==> config.mk <==
export PLATFORM = sky130hd
export DESIGN_NAME = inc_share_arbiter
export DESIGN_NICKNAME = d
export VERILOG_FILES = /design/src/rtl/inc_share_arbiter.sv
export SDC_FILE = /design/constraint.sdc
export NUM_CORES = 1
export LEC_CHECK = 0
export CAP_MARGIN = 20
export CORE_UTILIZATION = 40
export DETAILED_ROUTE_END_ITERATION = 10
export PLACE_DENSITY = 0.9
export SYNTH_ARGS = -nofsm -noshare
export SYNTH_HDL_FRONTEND = slang
export SYNTH_HIERARCHICAL = 1
export SYNTH_SLANG_ARGS = --single-unit
export TNS_END_PERCENT = 50
==> constraint.sdc <==
create_clock -name clk -period 3.3 [get_ports clk]
set_input_delay 0.495 -clock clk [delete_from_list [all_inputs] [get_ports clk]]
set_output_delay 0.495 -clock clk [all_outputs]
set_load 0.02 [all_outputs]
==> src/rtl/inc_share_arbiter.sv <==
// ============================================================================
//  Module   : inc_share_arbiter (with helper module inc)
//  Purpose  : Lets NUM_REQ requesters share one incrementer (d = a + 1).
//             A round-robin arbiter picks one request per cycle. The result is
//             placed in a one-entry register, tagged with the requester index,
//             and leaves through a valid/ready response port.
//  Revision : 1.0 - initial release
// ============================================================================
`default_nettype none

// Incrementer that the requesters share. Arithmetic wraps modulo 2^DATAWIDTH.
module inc #(
  parameter int DATAWIDTH = 32
) (
  input  logic [DATAWIDTH-1:0] i_a,
  output logic [DATAWIDTH-1:0] o_d
);
  assign o_d = i_a + DATAWIDTH'(1);
endmodule

module inc_share_arbiter #(
  parameter int DATAWIDTH = 32,
  parameter int NUM_REQ   = 4
) (
  input  logic                         clk,
  input  logic                         rst,        // asynchronous, active-low
  input  logic [NUM_REQ-1:0]           req_valid,
  input  logic [NUM_REQ*DATAWIDTH-1:0] req_data,
  output logic [NUM_REQ-1:0]           req_ready,
  output logic                         rsp_valid,
  output logic [DATAWIDTH-1:0]         rsp_data,
  output logic [$clog2(NUM_REQ)-1:0]   rsp_id,
  input  logic                         rsp_ready
);

  localparam int ID_W = $clog2(NUM_REQ);

  // The state records whether the result register is occupied
  typedef enum logic [0:0] {
    S_EMPTY = 1'b0,
    S_FULL  = 1'b1
  } state_t;

  state_t                 r_state;
  logic [ID_W-1:0]        r_last;       // most recently granted requester
  logic [DATAWIDTH-1:0]   r_rsp_data;
  logic [ID_W-1:0]        r_rsp_id;

  logic                   w_can_accept;
  logic                   w_grant_any;
  logic [ID_W-1:0]        w_grant_id;
  logic [ID_W-1:0]        w_scan_id;
  int                     w_scan_idx;
  logic [NUM_REQ-1:0]     w_grant_vec;
  logic [DATAWIDTH-1:0]   w_sel_operand;
  logic [DATAWIDTH-1:0]   w_inc_result;

  // A new operand can be taken when the register is empty or is being drained
  assign w_can_accept = (r_state == S_EMPTY) | rsp_ready;

  // Round-robin search: scan upward from the requester after the last grant
  always_comb begin
    w_grant_any = 1'b0;
    w_grant_id  = '0;
    w_scan_idx  = 0;
    w_scan_id   = '0;
    for (int k = 1; k <= NUM_REQ; k++) begin
      w_scan_idx = (int'(r_last) + k) % NUM_REQ;
      w_scan_id  = ID_W'(w_scan_idx);
      if (!w_grant_any && req_valid[w_scan_id]) begin
        w_grant_any = 1'b1;
        w_grant_id  = w_scan_id;
      end
    end
  end

  // One-hot grant, driven only while a new operand can be accepted
  always_comb begin
    w_grant_vec = '0;
    if (w_can_accept && w_grant_any) begin
      w_grant_vec[w_grant_id] = 1'b1;
    end
  end

  // The grant is forced low while reset is held, even before any clock edge
  assign req_ready = w_grant_vec & {NUM_REQ{rst}};

  // Operand mux in front of the shared incrementer
  always_comb begin
    w_sel_operand = '0;
    for (int k = 0; k < NUM_REQ; k++) begin
      if (w_grant_id == ID_W'(k)) begin
        w_sel_operand = req_data[k*DATAWIDTH +: DATAWIDTH];
      end
    end
  end

  inc #(
    .DATAWIDTH (DATAWIDTH)
  ) u_inc (
    .i_a (w_sel_operand),
    .o_d (w_inc_result)
  );

  // Result register occupancy FSM. It captures the tagged result on each grant.
  always_ff @(posedge clk or negedge rst) begin
    if (!rst) begin
      r_state    <= S_EMPTY;
      r_last     <= ID_W'(NUM_REQ - 1);
      r_rsp_data <= '0;
      r_rsp_id   <= '0;
    end else begin
      case (r_state)
        S_EMPTY: begin
          if (w_grant_any) begin
            r_rsp_data <= w_inc_result;
            r_rsp_id   <= w_grant_id;
            r_last     <= w_grant_id;
            r_state    <= S_FULL;
          end
        end
        S_FULL: begin
          if (rsp_ready) begin
            if (w_grant_any) begin
              // Back-to-back: drain the old result and capture the new one
              r_rsp_data <= w_inc_result;
              r_rsp_id   <= w_grant_id;
              r_last     <= w_grant_id;
            end else begin
              r_state <= S_EMPTY;
            end
          end
        end
        default: r_state <= S_EMPTY;
      endcase
    end
  end

  assign rsp_valid = (r_state == S_FULL);
  assign rsp_data  = r_rsp_data;
  assign rsp_id    = r_rsp_id;

endmodule

`default_nettype wire

# Word level (Yosys, flattened, before mapping)
# Index checks and enable logic that the tools add are counted.
# op_classes
mul	0
div	0
n_bitwise	3
mux	35
shift	0
add_sub_neg	5
reduce_logical	9
n_eq_ne	4
order_cmp	6
# ops
op	n
2-to-1 mux 32 bit	6
case mux 32 bit (2 select lines)	1
adder 32 x 1 -> 32 bit (second input constant)	1
2-to-1 mux 2 bit	8
< comparator 2 x 3 -> 1 bit (second input constant)	5
2-to-1 mux 1 bit	11
binary-select mux 1 bit (select 2 bit)	4
case mux 2 bit (2 select lines)	2
logical AND 1 bit	5
adder 2 x 1 -> 2 bit (second input constant)	2
adder 2 bit (second input constant)	2
bitwise AND 4 bit	1
== test 2 bit (second input constant)	2
2-to-1 mux 4 bit	1
logical NOT 1 bit	3
demux 1 bit (select 2 bit)	1
== test 2 x 1 -> 1 bit (second input constant)	1
greater-or-equal comparator 2 x 1 -> 1 bit (second input constant)	1
logical NOT 2 bit	1
inequality test 2 bit (second input constant)	1
case mux 1 bit (2 select lines)	1
NOT 1 bit	1
bitwise OR 1 bit	1
# word_totals
out_inout_bits	39
rom_bits	0
mem_bits_rw	0
wordCells	66
memories	0
reg_bits	37
latchBits	0
input_bits	135

# Depth between registers and ports, before layout
# Gate-level depths: netlist of run 1.
# depth
word_depth	22
depth_mapped	12
ltp_nobuf	10

# By module
# Netlist of run 1, hierarchy kept.
# modules_own_cells
mod	cells_each	instances	area_each_um2	seq_area_each_um2
inc_share_arbiter	206	1	2549.9	928.4
inc	96	1	684.4	0.0

# Worst setup path before layout of run 1
# OpenSTA, ideal clock, no wires.
# synth_timing
kind	reg2reg
start	reg r_last[1]
end	reg r_rsp_data[26], in the netlist rsp_data[26]
period_less_slack_ps	2844
setup_time_ps	128
arrival_time_ps	2717
path_stages_with_launch	12
required_ps	3172
n_path_buf	1
setup_slack_ps	456
cell_sequence	dfstp_2 nand3b_1 a31oi_4 buf_4 mux2i_1 mux2i_1 ha_1 and3_1 nand3_2 nor4_1 xor2_1 mux2_1
# synth_between
elab_chain_cells	22
word_cells_on_any_way	38
cone_classes	add/sub (5); eq/ne (3); mux (23); reduce/logical (7)
# synth_rtl
element	line_no	source
from (decl)	45	logic [ID_W-1:0] r_last;
from (signal assigned)	109	r_last <= ID_W'(NUM_REQ - 1);
from (signal assigned)	118	r_last <= w_grant_id;
from (signal assigned)	128	r_last <= w_grant_id;
adder 2 x 1 -> 2 bit	68	w_scan_idx = (int'(r_last) + k) % NUM_REQ;
binary-select mux 1 bit (select 2 bit)	70	if (!w_grant_any && req_valid[w_scan_id]) begin
2-to-1 mux 1 bit (implied by the code)	70	
2-to-1 mux 1 bit	70	
logical NOT 1 bit	70	
logical AND 1 bit	70	
2-to-1 mux 1 bit	70	
logical NOT 1 bit	70	
[6 not listed]	-	
2-to-1 mux 32 bit (3 in a row)	92	if (w_grant_id == ID_W'(k)) begin
2-to-1 mux 32 bit (*)	92	
via w_sel_operand[0]	55	logic [DATAWIDTH-1:0] w_sel_operand;
adder 32 x 1 -> 32 bit (*)	18	assign o_d = i_a + DATAWIDTH'(1);
via w_inc_result[26]	56	logic [DATAWIDTH-1:0] w_inc_result;
2-to-1 mux 32 bit (*)	115, 124	
2-to-1 mux 32 bit	123	if (rsp_ready) begin
case mux 32 bit (2 select lines) (*)	113	case (r_state)
to (signal assigned)	116	r_rsp_data <= w_inc_result;
to (signal assigned)	126	r_rsp_data <= w_inc_result;
to (decl)	46	logic [DATAWIDTH-1:0] r_rsp_data;
# The timed path passes the listed nets; every way through them passes the cells marked *. The select of a mux whose other input is x is not followed.
# A chain may end at the register's enable or synchronous reset.

# Worst setup path in the final report of run 1
# layout_timing
start	in req_valid[1]
end	reg r_rsp_data[20], in the netlist rsp_data[20]
# layout_between
elab_chain_cells	21
word_cells_on_any_way	34
cone_classes	add/sub (1); eq/ne (3); mux (23); reduce/logical (7)
# layout_rtl
element	line_no	source
from (decl)	27	input logic [NUM_REQ-1:0] req_valid,
binary-select mux 1 bit (select 2 bit)	70	
2-to-1 mux 1 bit (implied by the code)	70	
2-to-1 mux 1 bit	70	
logical NOT 1 bit	70	
logical AND 1 bit	70	
2-to-1 mux 1 bit	70	
logical NOT 1 bit	70	
logical AND 1 bit	70	
[5 not listed]	-	
2-to-1 mux 32 bit (3 in a row)	92	
2-to-1 mux 32 bit (*)	92	
via w_sel_operand[11]	55	
adder 32 x 1 -> 32 bit (*)	18	
via w_inc_result[20]	56	
2-to-1 mux 32 bit (*)	115, 124	
2-to-1 mux 32 bit	123	
case mux 32 bit (2 select lines) (*)	113	
# Marks and branches as above.

==> results of run 1 <==
## cell usage in the layout, fill, tap and decap left out, types with 4 or more instances in the layout
cell type          n
and3_1             4
buf_12             5
buf_4             53
clkbuf_8           5
clkdlybuf4s50_1  171
dfrtp_1           35
inv_1              6
mux2_1            33
mux2i_1           96
nand2_1            9
nand3_1           11
nand4_1            4
nor2_1             7
nor3_1             4
nor4_2             4
nor4_4             4
xnor2_1           11
xor2_1            19
## area by class of cell
type                    instances  share of cell area
clock buffers                   8             0.01408
inverters                       6            0.003960
multi-input cells             241              0.3982
flip-flops and latches         37              0.1633
well taps                     102             0.02244
repair buffers                233              0.3980
## synth_stat cells
master / number / area (um^2)
and4_1: 5 / 43.79
nor4_1: 7 / 43.79
nor3_1: 4 / 20.02
xnor2_1: 11 / 96.34
a21oi_1: 1 / 5.000
nor2_1: 7 / 26.28
nand2b_1: 3 / 18.77
buf_4: 7 / 52.55
nand3_2: 1 / 10.01
ha_1: 1 / 12.51
a21o_1: 1 / 7.510
and3_1: 5 / 31.28
o21ai_1: 1 / 5.000
nand4_1: 4 / 25.02
buf_2: 9 / 45.04
xor2_1: 19 / 166.4
dfrtp_1: 35 / 875.8
a31oi_4: 1 / 21.27
nand2_1: 9 / 33.78
a21boi_0: 1 / 7.510
o22ai_1: 1 / 6.260
nor4_2: 4 / 50.05
nor2b_1: 3 / 18.77
mux2_1: 33 / 371.6
inv_1: 6 / 22.52
nor3b_1: 1 / 7.510
dfstp_2: 2 / 52.55
nand3b_1: 2 / 15.01
nand3_4: 2 / 35.03
mux2_2: 3 / 33.78
o21bai_1: 1 / 7.510
mux2i_1: 97 / 970.9
nand2_2: 1 / 6.260
nand3_1: 11 / 55.05
buf_6: 3 / 33.78
## flip-flops by register name, summed over array words and instances (netlist names)
signal,count
rsp_id,2
r_last,2
rsp_valid,1
rsp_data,32
## worst paths after layout
check,endpoint,slack [ns],startpoint,cells after the start
max,rsp_data[20]$_DFFE_PN0N_,0.03,req_valid[1],12
min,rsp_id[0]$_DFFE_PN0N_,0.02,rst,1
max reg2reg,rsp_data[20]$_DFFE_PN0N_,0.19,r_last[1]$_DFFE_PN1N_,11
min reg2reg,rsp_id[1]$_DFFE_PN0N_,0.48,rsp_id[1]$_DFFE_PN0N_,1
max in group asynchronous,r_last[0]$_DFFE_PN1N_,2.57,rst,2
min in group clk,rsp_id[1]$_DFFE_PN0N_,0.48,rsp_id[1]$_DFFE_PN0N_,1
## timing repair
item | in CTS | in global routing
setup endpoints to repair | 1 | 17
buffers inserted | 0 | 3
gates cloned | 0 | 2
resized for setup | 1 | 19
pin swaps | 0 | 2
## per-stage QoR
step                      power, W  worst slack, ns  TNS, ns  instance area (um^2)
after floorplan           0.002068           0.4555        0                  3234
after global placement    0.003127          -0.1230   -1.384                  5463
after detailed placement  0.003199          -0.2473   -3.387                  5463
after CTS                 0.003516          0.05300        0                  5549
after global routing      0.003797         -0.07247  -0.5007                  5687
final                     0.003586          0.02976        0                  5687
## cell families (layout without fill, tap and decap cells)
kind of cell	count (synthesis)	in the layout	share of synthesized area
adders and majority gates	1	1	0.003868
muxes	133	133	0.4255
buffers and inverters	25	247	0.04758
AOI/OAI and AO/OA	7	7	0.01857
xor gates and xnor gates	30	30	0.08124
DFF	37	37	0.2870
and+or+nand+nor	69	70	0.1362
## power groups by stage
| stage | clock network, W | logic [W] | registers [W] |
|---|---|---|---|
| detailed placement | 0 | 0.00240 | 0.000799 |
| floorplan | 0 | 0.00105 | 0.00101 |
| global route | 0.000330 | 0.00265 | 0.000818 |
| CTS | 0.000307 | 0.00242 | 0.000793 |
| finish | 0.000302 | 0.00249 | 0.000792 |
| global placement | 0 | 0.00234 | 0.000788 |
## worst max-delay path: stages
cell and delay [ns]:
clkdlybuf4s50_1 0.46, a21o_1 0.21, a31oi_4 0.27, buf_4 0.18, buf_12 0.14, mux2i_1 0.08, mux2i_1 0.25, and4_2 0.34
nand2_2 0.14, nor4_2 0.38, xor2_1 0.15, mux2_1 0.32
## per-layer routing
| metal | vias to the layer above | GRT usage | part of all wire |
|---|---|---|---|
| met5 | - | 0 | 0 |
| met2 | 131 | 0.4614 | 0.54 |
| met3 | 18 | 0.05224 | 0.068 |
| met4 | 0 | 0.06510 | 0.018 |
| li1 | 1552 | - | - |
| met1 | 1540 | 0.2455 | 0.38 |
==> summary.txt, run 1 <==
status - finished clean
fin util - 0.7321
Hold Fails Final Rpt - 0
DRT Pass-1 Iters - 4
syn_nets - 438
Ant. Diodes - 0
grt total ovfl - 0
first-pass GRT wire length - 15810 um
critical setup path kind - in2reg
Gate power share - 0.695
row cnt - 32
initial antenna violation count - 0
Seq pwr share - 0.221
pwr/cell area - 630.5 mW/mm^2
hpwl dp - 8259 um
power share of the clock group - 0.084
FF+latch area - 928.4 um^2
Least-Margin Pin Slew - 0.4840 ns
sequential area share after synthesis - 0.2870
Max IR drop VDD - 388.9 uV
Synth Instances - 302
YS warnings - 6
Core Region - 0.007767 mm^2
non-filler instance count after layout - 627
starting DRC count in detailed routing - 114
CP startpoint kind - input pin
fillcell total - 540
Global Route Usage Sum - 0.2344
Yosys cell types - 35
switching share of power - 0.3971
Chip Height - 91.92 um
I/O pins - 174
largest net degree at the start of global routing - 37
clk_skew - 0.005046 ns
vias in the first global route - 3481
Max Fclk - 305.8 MHz
CTS Buf Count - 5
HP Class - in2async
Post-Syn Area per Cell - 10.71 um^2
Root Driver - clkbuf_8
max-cap viol count - 0
placed insts - 614
clk_lat worst skew - 0.29 ns
die area - 0.008449 mm^2
Vias per Instance - 5.169
max_slew headroom - 0.6773
critical path endpoint category - flop
Seq cells post-synth - 37
max-slew violations - 0
Net Sw Power - 0.001424 W
Layout Nets - 660
internal power - 0.002162 W
final critical path time including I/O delays and setup - 3.270 ns
Initial Util - 0.4164
htree depth - 2
share of post-route cells with drive strength above 1 - 0.1790
WL per Instance - 16.57 um
Hold-fix buffers, CTS - 0
Port Buffers - 173
critical path arrival - 3.44 ns
mapped cell area - 0.003234 mm^2
Setup Viol. Count Final - 0
routed wire length - 10390 um
RSZ-0062 raised after global routing - true
GPL Wtd Cong - 0.8082
DRC - 0
Clock Path Buffers - 2
Multi-input gate area - 0.002265 mm^2
synth-to-layout area growth - 75.82%
TritonCTS clock tree - done
Worst-path clk slew - 0.07 ns
CP max FO - 11
post-detailed-route count of antenna-violating nets - 0
WHS - 0.02064 ns
Die W - 91.92 um
required time of the critical path - 3.47 ns
DR vias - 3241
Clock Sinks - 37
Leak - 2.503 nW
period utilization - 0.9910
No activity file was read; power rests on OpenSTA's default activity.
==> inputs of run 2 (changes only) <==
- TNS_END_PERCENT: 50 -> 10
==> summary.txt, run 2 (synthesis results as in run 1) <==
status - finished clean (unchanged)
critical path endpoint category - flop (unchanged)
cell mode on critical path - mux2i_1 (unchanged)
DR vias - 3189 (was 3241)
power share of the clock group - 0.086 (was 0.084)
Seq pwr share - 0.224 (was 0.221)
Port Buffers - 173 (unchanged)
grt total ovfl - 0 (unchanged)
Core Region - 0.007767 mm^2 (unchanged)
vias in the first global route - 3481 (unchanged)
Ant. Diodes - 0 (unchanged)
Net Sw Power - 0.001391 W (was 0.001424 W)
Global Route Usage Sum - 0.2344 (unchanged)
total setup buffers inserted after CTS - 0 (unchanged)
final instance area - 0.005594 mm^2 (was 0.005687 mm^2)
Setup WS post-layout - 0.1030 ns (was 0.02976 ns)
Max IR drop VDD - 390.2 uV (was 388.9 uV)
pwr/cell area - 629.0 mW/mm^2 (was 630.5 mW/mm^2)
Reg-to-Reg End - rsp_data[20]$_DFFE_PN0N_ (unchanged)
Worst-path clk slew - 0.07 ns (about the same)
Vias per Instance - 5.127 (was 5.169)
clk_lat worst skew - 0.28 ns (was 0.29 ns)
most frequent cells in the layout - clkdlybuf4s50_1 (172), mux2i_1 (96), buf_4 (50), dfrtp_1 (35), mux2_1 (33) (was clkdlybuf4s50_1 (171), mux2i_1 (96), buf_4 (53), dfrtp_1 (35), mux2_1 (33))
Leak - 2.414 nW (was 2.503 nW)
I/O pins - 174 (unchanged)
routed wire length - 9988 um (was 10390 um)
placed insts - 614 (unchanged)
internal power - 0.002127 W (was 0.002162 W)
Setup Viol. Count Final - 0 (unchanged)
max-cap viol count - 0 (unchanged)
critical path arrival - 3.36 ns (was 3.44 ns)
CP startpoint kind - input pin (unchanged)
DP Area - 0.005463 mm^2 (unchanged)
required time of the critical path - 3.47 ns (about the same)
Clock Path Buffers - 2 (unchanged)
max-slew violations - 0 (unchanged)
R2R Setup Slk - 0.28 ns (was 0.19 ns)
synth-to-layout area growth - 72.96% (was 75.82%)
Least-Margin Pin Slew - 0.4787 ns (was 0.4840 ns)
Max Fclk - 312.8 MHz (was 305.8 MHz)
period utilization - 0.9688 (was 0.9910)
critical setup path kind - in2reg (unchanged)
max reg flops - 32 (unchanged)
GPL Wtd Cong - 0.8082 (unchanged)
CTS Buf Count - 5 (unchanged)
DRT Pass-1 Iters - 7 (was 4)
most common library cell in the layout ignoring fill and taps - clkdlybuf4s50_1 (unchanged)
HP Class - in2async (unchanged)
non-filler instance count after layout - 622 (was 627)
fin util - 0.7202 (was 0.7321)
final critical path time including I/O delays and setup - 3.197 ns (was 3.270 ns)
Gate power share - 0.690 (was 0.695)
slowest CP cell - clkdlybuf4s50_1 (unchanged)
Max stage delay on crit path - 0.54 ns (was 0.46 ns)
CP max FO - 8 (was 11)
initial antenna violation count - 0 (unchanged)
first-pass GRT wire length - 15810 um (unchanged)
Die W - 91.92 um (unchanged)
row cnt - 32 (unchanged)
Layout Nets - 655 (was 660)
starting DRC count in detailed routing - 85 (was 114)
RSZ-0062 raised after global routing - true (unchanged)
switching share of power - 0.3954 (was 0.3971)
TritonCTS clock tree - done (unchanged)
Pwr Total - 0.003519 W (was 0.003586 W)
clk_skew - 0.004314 ns (was 0.005046 ns)
worst reg2reg startpoint - r_last[1]$_DFFE_PN1N_ (unchanged)
Initial Util - 0.4164 (unchanged)
largest net degree at the start of global routing - 37 (unchanged)
share of post-route cells with drive strength above 1 - 0.1712 (was 0.1790)
Root Driver - clkbuf_8 (unchanged)
Chip Height - 91.92 um (unchanged)
Clock Sinks - 37 (unchanged)
htree depth - 2 (unchanged)
Worst R2R Path Depth - 11 (unchanged)
WL per Instance - 16.06 um (was 16.57 um)
post-place setup slack - -0.2473 ns (unchanged)
post-detailed-route count of antenna-violating nets - 0 (unchanged)
max_slew headroom - 0.6809 (was 0.6773)
die area - 0.008449 mm^2 (unchanged)
crit-path cells - clkdlybuf4s50_1 -> nand3b_1 -> a31oi_4 -> buf_6 -> mux2i_1 -> mux2i_1 -> ha_1 -> and3_1 -> nand3_2 -> nor4_2 -> xor2_1 -> mux2_1 (was clkdlybuf4s50_1 -> a21o_1 -> a31oi_4 -> buf_4 -> buf_12 -> mux2i_1 -> mux2i_1 -> and4_2 -> nand2_2 -> nor4_2 -> xor2_1 -> mux2_1)
hpwl dp - 8259 um (unchanged)
DRC - 0 (unchanged)
Hold Fails Final Rpt - 0 (unchanged)
## run 2: power by group through the flow
stage               Clock (W)  Combinational (W)  Sequential [W]
finish               0.000302            0.00243        0.000790
global route         0.000330            0.00259        0.000817
CTS                  0.000307            0.00242        0.000793
detailed placement          0            0.00240        0.000799
global placement            0            0.00234        0.000788
floorplan                   0            0.00105         0.00101
## run 2: worst max path at each step
stage | from | to | slack (ns) | cells past startpoint
final | req_valid[3] | rsp_data[20]$_DFFE_PN0N_ | 0.10 | 12
after CTS | req_valid[2] | rsp_data[25]$_DFFE_PN0N_ | 0.05 | 12
after global routing | req_valid[3] | rsp_data[28]$_DFFE_PN0N_ | -0.02 | 12
after detailed placement | req_valid[2] | rsp_data[25]$_DFFE_PN0N_ | -0.25 | 12
after global placement | req_valid[3] | rsp_data[25]$_DFFE_PN0N_ | -0.12 | 12
after floorplan | r_last[1]$_DFFE_PN1N_ | rsp_data[26]$_DFFE_PN0N_ | 0.46 | 11
## run 2: worst max-delay path, delay by kind of cell
family / cells / cell delay (ns)
simple gates: 4 / 0.87
buf+inv: 2 / 0.74
mux: 3 / 0.62
compound gates: 1 / 0.27
fa+ha+maj: 1 / 0.24
xor+xnor: 1 / 0.13
## run 2: cell type report
cell class | count | area (um^2)
clock buffer | 8 | 80.08
timing repair buffer | 229 | 2213
multi-input combinational | 240 | 2222
fill | 548 | 2173
tap | 102 | 127.6
inverter | 6 | 22.52
sequential | 37 | 928.4
## run 2: what timing repair did
action / 4_1_cts / 5_1_grt
pin swaps: 0 / 1
endpoints found under the setup margin: 1 / 17
hold buffers: 0 / 0
resized for setup: 1 / 15
## run 2: metal layers
layer  track usage  share of wire  routed length, um
met1        0.2455           0.37               3719
met2        0.4614           0.54               5434
met3       0.05224          0.069                689
met4       0.06510          0.015                145
met5             0              0                  0
## run 2: metrics by stage
stage          hold slack, ns  TNS [ns]
2_1_floorplan          0.1994         0
3_3_place_gp           0.3197    -1.384
3_5_place_dp           0.3201    -3.387
4_1_cts               0.01487         0
5_1_grt              0.008047  -0.09081
6_report              0.02074         0
